--- src/rtl/onehot_to_bin_stage.sv ---
// One-hot to binary encoder stage with error flagging, saturating error count and 2-entry skid output.
// Latency: 1 cycle from push to out_* when empty; otherwise FIFO order behind buffered entries.
// Backpressure: in_ready is registered and drops only when both entries are held; optional macro PRIORITY_FALLBACK_EN.
module onehot_to_bin_stage #(
  parameter int N         = 4,
  parameter int W         = 2,
  parameter int ERR_CNT_W = 8
) (
  input  logic                 clk,
  input  logic                 rst_n,
  input  logic                 in_valid,
  output logic                 in_ready,
  input  logic [N-1:0]         in_onehot,
  output logic                 out_valid,
  input  logic                 out_ready,
  output logic [W-1:0]         out_bin,
  output logic                 out_err,
  output logic [ERR_CNT_W-1:0] err_count
);

  typedef enum logic [1:0] {
    EMPTY = 2'd0,
    ONE   = 2'd1,
    FULL  = 2'd2
  } state_t;

  state_t               state_q, state_d;
  logic                 in_ready_q, in_ready_d;
  logic [W-1:0]         head_bin_q, head_bin_d;
  logic                 head_err_q, head_err_d;
  logic [W-1:0]         tail_bin_q, tail_bin_d;
  logic                 tail_err_q, tail_err_d;
  logic [ERR_CNT_W-1:0] err_cnt_q, err_cnt_d;

  logic [W:0]   ones;
  logic [W-1:0] low_idx;
  logic [W-1:0] enc_bin;
  logic         enc_err;
  logic         push;
  logic         pop;

  assign push = in_valid & in_ready_q;
  assign pop  = (state_q != EMPTY) & out_ready;

  // Encode: count set bits and find the lowest set index; any count other than one is an error.
  always_comb begin
    ones    = '0;
    low_idx = '0;
    for (int i = N - 1; i >= 0; i--) begin
      if (in_onehot[i]) begin
        ones    = ones + (W + 1)'(1);
        low_idx = W'(i);
      end
    end
    enc_err = (ones != (W + 1)'(1));
`ifdef PRIORITY_FALLBACK_EN
    // Multi-hot resolves to the lowest set bit; all-zero still encodes as 0.
    enc_bin = (ones == '0) ? '0 : low_idx;
`else
    enc_bin = enc_err ? '0 : low_idx;
`endif
  end

  // Occupancy FSM and skid-buffer data movement; in_ready is precomputed from the next state.
  always_comb begin
    state_d    = state_q;
    head_bin_d = head_bin_q;
    head_err_d = head_err_q;
    tail_bin_d = tail_bin_q;
    tail_err_d = tail_err_q;
    case (state_q)
      EMPTY: begin
        if (push) begin
          head_bin_d = enc_bin;
          head_err_d = enc_err;
          state_d    = ONE;
        end
      end
      ONE: begin
        if (push && pop) begin
          head_bin_d = enc_bin;
          head_err_d = enc_err;
        end else if (push) begin
          tail_bin_d = enc_bin;
          tail_err_d = enc_err;
          state_d    = FULL;
        end else if (pop) begin
          state_d    = EMPTY;
        end
      end
      FULL: begin
        if (pop) begin
          head_bin_d = tail_bin_q;
          head_err_d = tail_err_q;
          state_d    = ONE;
        end
      end
      default: state_d = EMPTY;
    endcase
    in_ready_d = (state_d != FULL);
  end

  // Saturating count of accepted error entries.
  always_comb begin
    err_cnt_d = err_cnt_q;
    if (push && enc_err && (err_cnt_q != {ERR_CNT_W{1'b1}})) begin
      err_cnt_d = err_cnt_q + ERR_CNT_W'(1);
    end
  end

  // State and data registers with synchronous flush.
  always_ff @(posedge clk) begin
    if (!rst_n) begin
      state_q    <= EMPTY;
      in_ready_q <= 1'b0;
      head_bin_q <= '0;
      head_err_q <= 1'b0;
      tail_bin_q <= '0;
      tail_err_q <= 1'b0;
      err_cnt_q  <= '0;
    end else begin
      state_q    <= state_d;
      in_ready_q <= in_ready_d;
      head_bin_q <= head_bin_d;
      head_err_q <= head_err_d;
      tail_bin_q <= tail_bin_d;
      tail_err_q <= tail_err_d;
      err_cnt_q  <= err_cnt_d;
    end
  end

  assign in_ready  = in_ready_q;
  assign out_valid = (state_q != EMPTY);
  assign out_bin   = head_bin_q;
  assign out_err   = head_err_q;
  assign err_count = err_cnt_q;

endmodule
--- config.mk ---
export PLATFORM = sky130hd
export DESIGN_NAME = onehot_to_bin_stage
export DESIGN_NICKNAME = d
export VERILOG_FILES = /design/src/rtl/onehot_to_bin_stage.sv
export SDC_FILE = /design/constraint.sdc
export NUM_CORES = 1
export LEC_CHECK = 0
export CAP_MARGIN = 20
export CORE_ASPECT_RATIO = 0.9
export CORE_MARGIN = 1.5
export CORE_UTILIZATION = 40
export CTS_CLUSTER_SIZE = 25
export DETAILED_ROUTE_END_ITERATION = 16
export HOLD_SLACK_MARGIN = 0.08
export SYNTH_ARGS = -nofsm -noshare
export SYNTH_HDL_FRONTEND = slang
export SYNTH_SLANG_ARGS = --single-unit
--- constraint.sdc ---
create_clock -name clk -period 4.2 [get_ports clk]
set_input_delay 1.26 -clock clk [delete_from_list [all_inputs] [get_ports clk]]
set_output_delay 1.26 -clock clk [all_outputs]
set_load 0.05 [all_outputs]
==> results of run 1 <==
[cell type report]
class	instances	area (um^2)
multi-input combinational	97	659
timing repair buffer	21	208
clock buffer	4	26.3
tap	28	35.0
inverter	8	30.0
sequential	17	340
fill	260	1210
[per-stage QoR]
step / hold WS, ns / worst slack, ns
finish: 0.477 / 0.516
global route: 0.527 / 0.391
CTS: 0.481 / 0.534
detailed placement: 0.468 / 0.206
global placement: 0.456 / 0.322
floorplan: 0.442 / 0.894
[placed cells by master, fill, tap and decap left out, types with 2 or more instances in the layout]
cell type	synthesis	routed
or3_1	5	5
o21ai_0	10	10
nor2b_1	3	3
ha_1	5	5
nand3_1	5	5
nand4_1	2	2
a21oi_1	12	12
nor3_1	3	3
nor2_1	8	8
inv_1	8	8
clkdlybuf4s50_1	0	20
dfxtp_1	17	17
a31oi_1	2	2
clkbuf_4	0	3
mux2i_1	3	3
nand2_1	10	10
nand2b_1	4	4
[worst max-delay path: cells and delay by family]
| family | cells | cell delay, ns |
|---|---|---|
| multiplexers | 1 | 0.12 |
| XOR/XNOR | 1 | 0.18 |
| buffers and inverters | 3 | 0.77 |
| adder cells (fa/ha/maj) | 2 | 0.64 |
| AND/OR/NAND/NOR | 1 | 0.25 |
| AO/OA/AOI/OAI | 3 | 0.64 |
[registers in the layout, summed over array words and instances (netlist names)]
register    count
err_count       8
in_ready        1
out_bin         2
out_err         1
state_q         2
tail_bin_q      2
tail_err_q      1
[layer usage]
metal  share of wire  global-route usage  vias up
met4           0.012              0.0581        0
met1            0.47               0.206      463
met2            0.48               0.295       14
li1                -                   -      507
met5               0                   0        -
met3           0.036              0.0519        4
[worst min-delay path by stage]
stage | from | endpoint | slack [ns]
2_1_floorplan | tail_bin_q[0]$_SDFFE_PN0P_ | tail_bin_q[0]$_SDFFE_PN0P_ | 0.44
3_3_place_gp | tail_bin_q[1]$_SDFFE_PN0P_ | tail_bin_q[1]$_SDFFE_PN0P_ | 0.46
3_5_place_dp | tail_bin_q[0]$_SDFFE_PN0P_ | tail_bin_q[0]$_SDFFE_PN0P_ | 0.47
4_1_cts | tail_bin_q[0]$_SDFFE_PN0P_ | tail_bin_q[0]$_SDFFE_PN0P_ | 0.48
5_1_grt | tail_bin_q[0]$_SDFFE_PN0P_ | tail_bin_q[0]$_SDFFE_PN0P_ | 0.53
6_report | tail_bin_q[0]$_SDFFE_PN0P_ | tail_bin_q[0]$_SDFFE_PN0P_ | 0.48
[logic make-up (layout without fill, tap and decap cells)]
logic type	after synthesis	in the layout
compound gates	37	37
mux	3	3
simple gates	51	51
buf+inv	14	33
fa+ha+maj	5	5
flops	17	17
xor+xnor	1	1
[Yosys cell counts (all sizes together) (2+ instances only)]
library cell / count
ha: 5
a31oi: 2
nor3: 4
nand4: 2
nand3: 5
o211ai: 2
o311ai: 2
mux2i: 3
or3: 5
clkbuf: 3
nor2: 8
o21ai: 10
dfxtp: 17
nand2b: 4
a21oi: 12
nand2: 10
nor2b: 3
buf: 3
inv: 8
[power breakdown]
part,internal (mW),total [mW],switching (mW)
combinational,0.0368,0.0896,0.0529
sequential,0.166,0.170,0.00394
clock,0.0371,0.0915,0.0545
total,0.240,0.351,0.111
==> results.md, run 1 <==
* Violations in the final reports: design-rule violations
* R2R Path End: err_count[5]$_SDFFE_PN0P_
* Tcrit/Tclk final at 0.877
* IO Count at 21
* CP max stage delay at 0.49 ns
* Antenna viol nets, final at 0
* Synth Instances at 128
* Hold WC Path Type: reg -> reg
* Synth warn at 0
* Vias at between 900 and 1,000
* Vias/cell at around 5.6
* Setup slack, reg-to-reg at between 2 and 3 ns
* GRT overflow at 0
* CTS sink cnt at 17
* Pwr Total at between 0.3 and 0.4 mW
* DP Wirelength at around 1700 um
* Row cnt at 17
* Post-CTS sizing at 0
* TritonCTS clock tree: built
* Die Wd at about 58 um
* Worst slew pin tran at 0.508 ns
* Simple-gate share of the synthesized area at 0.276
* XOR/XNOR share of the synthesized area at 0.00811
* Initial antenna violation count at 0
* Critical Path Most Common Cell: ha_1
* Total wire length at 2250 um
* CP Cell Sequence: clkdlybuf4s50_1 -> inv_1 -> ha_1 -> xor2_1 -> ha_1 -> o21ai_0 -> o211ai_2 -> o311ai_2 -> buf_4 -> and2b_2 -> mux2i_1
* RSZ-0062 raised after global routing: false
* Fin cells at 175
* CP startpoint: in_onehot[2]
* Crit-path slowest cell: clkdlybuf4s50_1
* Synth-to-Final Area Change at 20.3%
* Placed instance area at ~1300 um^2
* Post-synthesis sequential area ratio at 0.315
* Register bit total from synthesis at 17
* Setup total negative slack at 0 ns
* # DRC at 4
* Primary FF master, synth: dfxtp_1
* Core region area at about 2500 um^2
* Slew margin rel. at 0.660
* Layout cells sized above 1 at 0.102
* Type of destination of the critical path: register
* Synth Area in Adders at 0.0579
* WHS Path Cells at 2
* H-tree depth at 1
* Drt first-iter violations at 23
* Skew-Pair Late Insertion Delay at approximately 0.3 ns
* Max Cap Violations at 0
* Diode count at 0
* Dominant cell type by area after synthesis: dfxtp_1
* GPL Wtd Cong at between 0.7 and 0.8
* Crit Path Max Fanout at 13
* Portion of netlist area occupied by mux cells at 0.0278
* Tmin final at around 3.7 ns
* Main combinational cell family by area after synthesis: simple AND/OR/NAND/NOR gates
* Fin area at 1300 um^2
* Clock Skews at 0.00537 ns
* GRT Resource Usage Total at 0.173
* Hold_buf cts at 0
* First-pass GRT wire length at approximately 4000 um
* Path depth of the worst reg2reg path at 5
* Crit path capture: err_count[1]$_SDFFE_PN0P_
* CTS max path bufs at 2
* Status: finished, violations left
* Post-synth ARST share at 0
* Power Dens Cells at between 200 and 300 nW/um^2
* Worst EP required at approximately 4.4 ns
* Drt pass-1 iters at 10
* Number of synthesized flops with an enable pin at 0
* Final hold violation count at 0
* Mean Syn Cell Area at between 8 and 9 um^2
* Max VDD drop at between 0.15 and 0.2 mV
* Initial Utilization at 0.430
* Worst-path clk slew at approximately 0.10 ns
* Total clock buffers created by CTS at 3
* Library cells used by synthesis at 45
* Post-CTS Setup Inserts at 0
* Cells after DPL at ~170
* Leakage at 0.477 nW
* Reg2reg start: err_count[0]$_SDFFE_PN0P_
* Syn Nets at about 140
* Synth area leaders: dfxtp_1 (32%), ha_1 (5.8%), a21oi_1 (5.6%), o21ai_0 (4.6%), nand2_1 (3.5%)
* WP data arrival at 3.88 ns
* Post-synthesis compound-gate area fraction at 0.241
* PortBufs at 20
* Post-DR wirelength/cell at 12.8 um
* Setup CP Type: in -> reg
* Final Util at 0.517
* Max Fclk at around 270 MHz
* Die area at 3020 um^2
* Post-Syn Area at about 1100 um^2
* Pin count of the biggest net entering global routing at 14
* CTS root buf: clkbuf_4
* Max Slew Vio Count at 0
* Die height at about 52 um
* Final setup viols at 0
* Final #Nets at around 160
* Startpoint Class: input port
* Vias in the first global route at about 900
* Area share of the largest cell type after synthesis at 0.315
Note: power is estimated with default switching activity, not from simulation.
==> inputs of run 2 (changes only) <==
CAP_MARGIN = 25   (was 20)
clock period = 3.9 ns   (was 4.2 ns; I/O delays follow)
==> run 2 against run 1 <==
Against the previous run:
- the flow still finishes with violations (design-rule violations)
- die area stayed put
- count of clock-buffer cells in the layout stayed put
- non-clock buffer count is 2 higher
- critical path depth stayed put
- register-to-register slack worse by 0.28 ns
- clock power is 5.7% higher
- sequential power is 8% higher
- setup slack worse by 0.063 ns
- sequential share of layout area is 0.30 points lower
- combinational power is 9.9% higher
- final area is 1.2% higher
- core utilization is 0.60 points higher
- critical path type unchanged
==> results.md, run 2 (synthesis gave the netlist of run 1 again) <==
* Status: finished, violations left
* Violations in the final reports: design-rule violations
* CTS sink cnt at 17 (unchanged)
* Drt first-iter violations at 25 (+8.7%)
* Reg power frac at 0.484 (about the same)
* Max reg flops at 8 (unchanged)
* Worst EP required at 4.08 ns (-0.31 ns)
* Net Sw Frac at 0.313 (-0.00386)
* Final hold violation count at 0 (unchanged)
* Crit-path leading delay family: buffers and inverters
* Path depth of the worst reg2reg path at 5 (unchanged)
* Synth-to-Final Area Change at 21.7%
* Startpoint Class: input port
* Max Cap Violations at 0 (unchanged)
* Post-route worst setup slack at 0.454 ns (-0.0628 ns)
* Pin count of the biggest net entering global routing at 14 (unchanged)
* Drt pass-1 iters at 10 (unchanged)
* Final setup viols at 0 (unchanged)
* Setup CP Type: in -> reg
* # DRC at 4 (unchanged)
* PortBufs at 20 (unchanged)
* Initial antenna violation count at 0 (unchanged)
* First-pass GRT wire length at 3880 um (-1.7%)
* Type of destination of the critical path: register
* CTS max path bufs at 2 (unchanged)
* Skew-Pair Late Insertion Delay at 0.29 ns (about the same)
* Post-CTS sizing at 0 (unchanged)
* Power Dens Cells at 288 nW/um^2 (+6.4%)
* Commonest non-fill, non-tap cell in the layout: clkdlybuf4s50_1
* TritonCTS clock tree: built
* Row cnt at 17 (unchanged)
* GR Util met2 at 0.273 (-0.0227)
* Final #Nets at 163 (+1.2%)
* Vias in the first global route at 886 (-2.0%)
* Levels on crit path at 11 (unchanged)
* Tmin final at around 3.4 ns
* WP data arrival at 3.63 ns (-0.25 ns)
* Tcrit/Tclk final at 0.884
* Worst-path clk slew at 0.09 ns (about the same)
* Psw at 0.118 mW (+6.4%)
* Multi-input gate area at 659 um^2 (unchanged)
* Pre-CTS setup slack at 0.148 ns (-0.0578 ns)
* CP max stage delay at 0.48 ns (about the same)
* Total wire length at 2230 um (-0.58%)
* WHS Path Cells at 2 (unchanged)
* Buf+Inv Stages, Crit Path at 3 (unchanged)
* DP Wirelength at 1690 um (-3.0%)
* Max VDD drop at 0.146 mV (-5.8%)
* GRT overflow at 0 (unchanged)
* Layout cells sized above 1 at 0.114 (+0.0121)
* Fill cells at 236 (-9.2%)
* Crit-path slowest cell: clkdlybuf4s50_1
* Clock Skews at 0.0103 ns (+0.00492 ns)
* Die height at 52.3 um (unchanged)
* Post-CTS Setup Inserts at 0 (unchanged)
* CTS root buf: clkbuf_4
* IO Count at 21 (unchanged)
* Worst slew pin tran at 0.507 ns (-0.00125 ns)
* Initial Utilization at 0.430 (unchanged)
* Die area at 3020 um^2 (unchanged)
* Hold WC Path Type: reg -> reg
* Met1 usage at 0.213 (+0.00657)
* Logic pwr share at 0.260 (+0.005)
* Diode count at 0 (unchanged)
* Slew margin rel. at 0.661 (+0.000834)
* Leakage at 0.487 nW (+2.1%)
* Internal Pwr Total at 0.260 mW (+8.3%)
* Crit Path Max Fanout at 13 (unchanged)
* Max Slew Vio Count at 0 (unchanged)
* Max Fclk at ~290 MHz
* GRT Resource Usage Total at 0.168 (-0.00499)
* CP Cell Sequence: clkdlybuf4s50_1 -> inv_1 -> ha_1 -> xor2_1 -> ha_1 -> o21ai_0 -> o211ai_2 -> o311ai_2 -> buf_4 -> and2b_2 -> mux2i_1
* Die Wd at 57.8 um (unchanged)
* Highest-count cells in the layout ignoring fill and taps: clkdlybuf4s50_1 (20), dfxtp_1 (17), a21oi_1 (12)
* Post-DR wirelength/cell at 12.6 um (-1.7%)
* Antenna viol nets, final at 0 (unchanged)
* Vias at 994 (+0.61%)
* Clock power share at 0.256 (-0.005)
* Total clock buffers created by CTS at 3 (unchanged)
* Critical Path Most Common Cell: ha_1
* Met3 Track Usage GR at 0.0519 (unchanged)
* RSZ-0062 raised after global routing: false
* Hold_buf cts at 0 (unchanged)
* GPL Wtd Cong at 0.770 (-2.4%)
* GRT Max-Usage Layer: met2
* Setup total negative slack at 0 ns (unchanged)
* Storage cell area at 340 um^2 (unchanged)
* Vias/cell at 5.62 (-0.53%)
* H-tree depth at 1 (unchanged)
* Core region area at 2510 um^2 (unchanged)
## run 2: stage by stage
stage	total power, mW	hold slack [ns]	utilization	cell area [um^2]	std cells
after floorplan	0.260	0.442	-	1080	128
after global placement	0.285	0.455	0.513	1290	173
after detailed placement	0.286	0.460	0.513	1290	173
after CTS	0.384	0.477	0.523	1310	177
after global routing	0.402	0.503	0.523	1310	177
final	0.378	0.474	0.523	1310	177
## run 2: path summary, 6_finish.rpt
check / from / end / slack (ns)
worst max-delay path: in_onehot[2] / err_count[1]$_SDFFE_PN0P_ / 0.45
worst min-delay path: tail_bin_q[0]$_SDFFE_PN0P_ / tail_bin_q[0]$_SDFFE_PN0P_ / 0.47
worst max register to register: err_count[0]$_SDFFE_PN0P_ / err_count[5]$_SDFFE_PN0P_ / 2.29
worst min register to register: tail_bin_q[0]$_SDFFE_PN0P_ / tail_bin_q[0]$_SDFFE_PN0P_ / 0.47
## run 2: routing by layer
layer | part of all wire | vias up
met5 | 0 | -
met4 | 0.0063 | 0
met3 | 0.032 | 2
met2 | 0.48 | 17
met1 | 0.48 | 468
li1 | - | 507
## run 2: tightest hold or removal path, cell delays in order, from the launching register on
cell	delay, ns
dfxtp_1	0.32
nand2b_1	0.06
a21oi_1	0.05
## run 2: power by group through the flow
stage	sequential [mW]	clock (mW)	combinational, mW
2_1_floorplan	0.201	0	0.0595
3_3_place_gp	0.187	0	0.0976
4_1_cts	0.183	0.102	0.0991
5_1_grt	0.184	0.110	0.108
3_5_place_dp	0.187	0	0.0990
6_report	0.183	0.0967	0.0985
## run 2: cell type report
class,instances,area share
multi-input cells,97,0.502
repair buffers,23,0.170
inverters,8,0.0229
well taps,28,0.0267
clock buffers,4,0.0200
flip-flops and latches,17,0.259
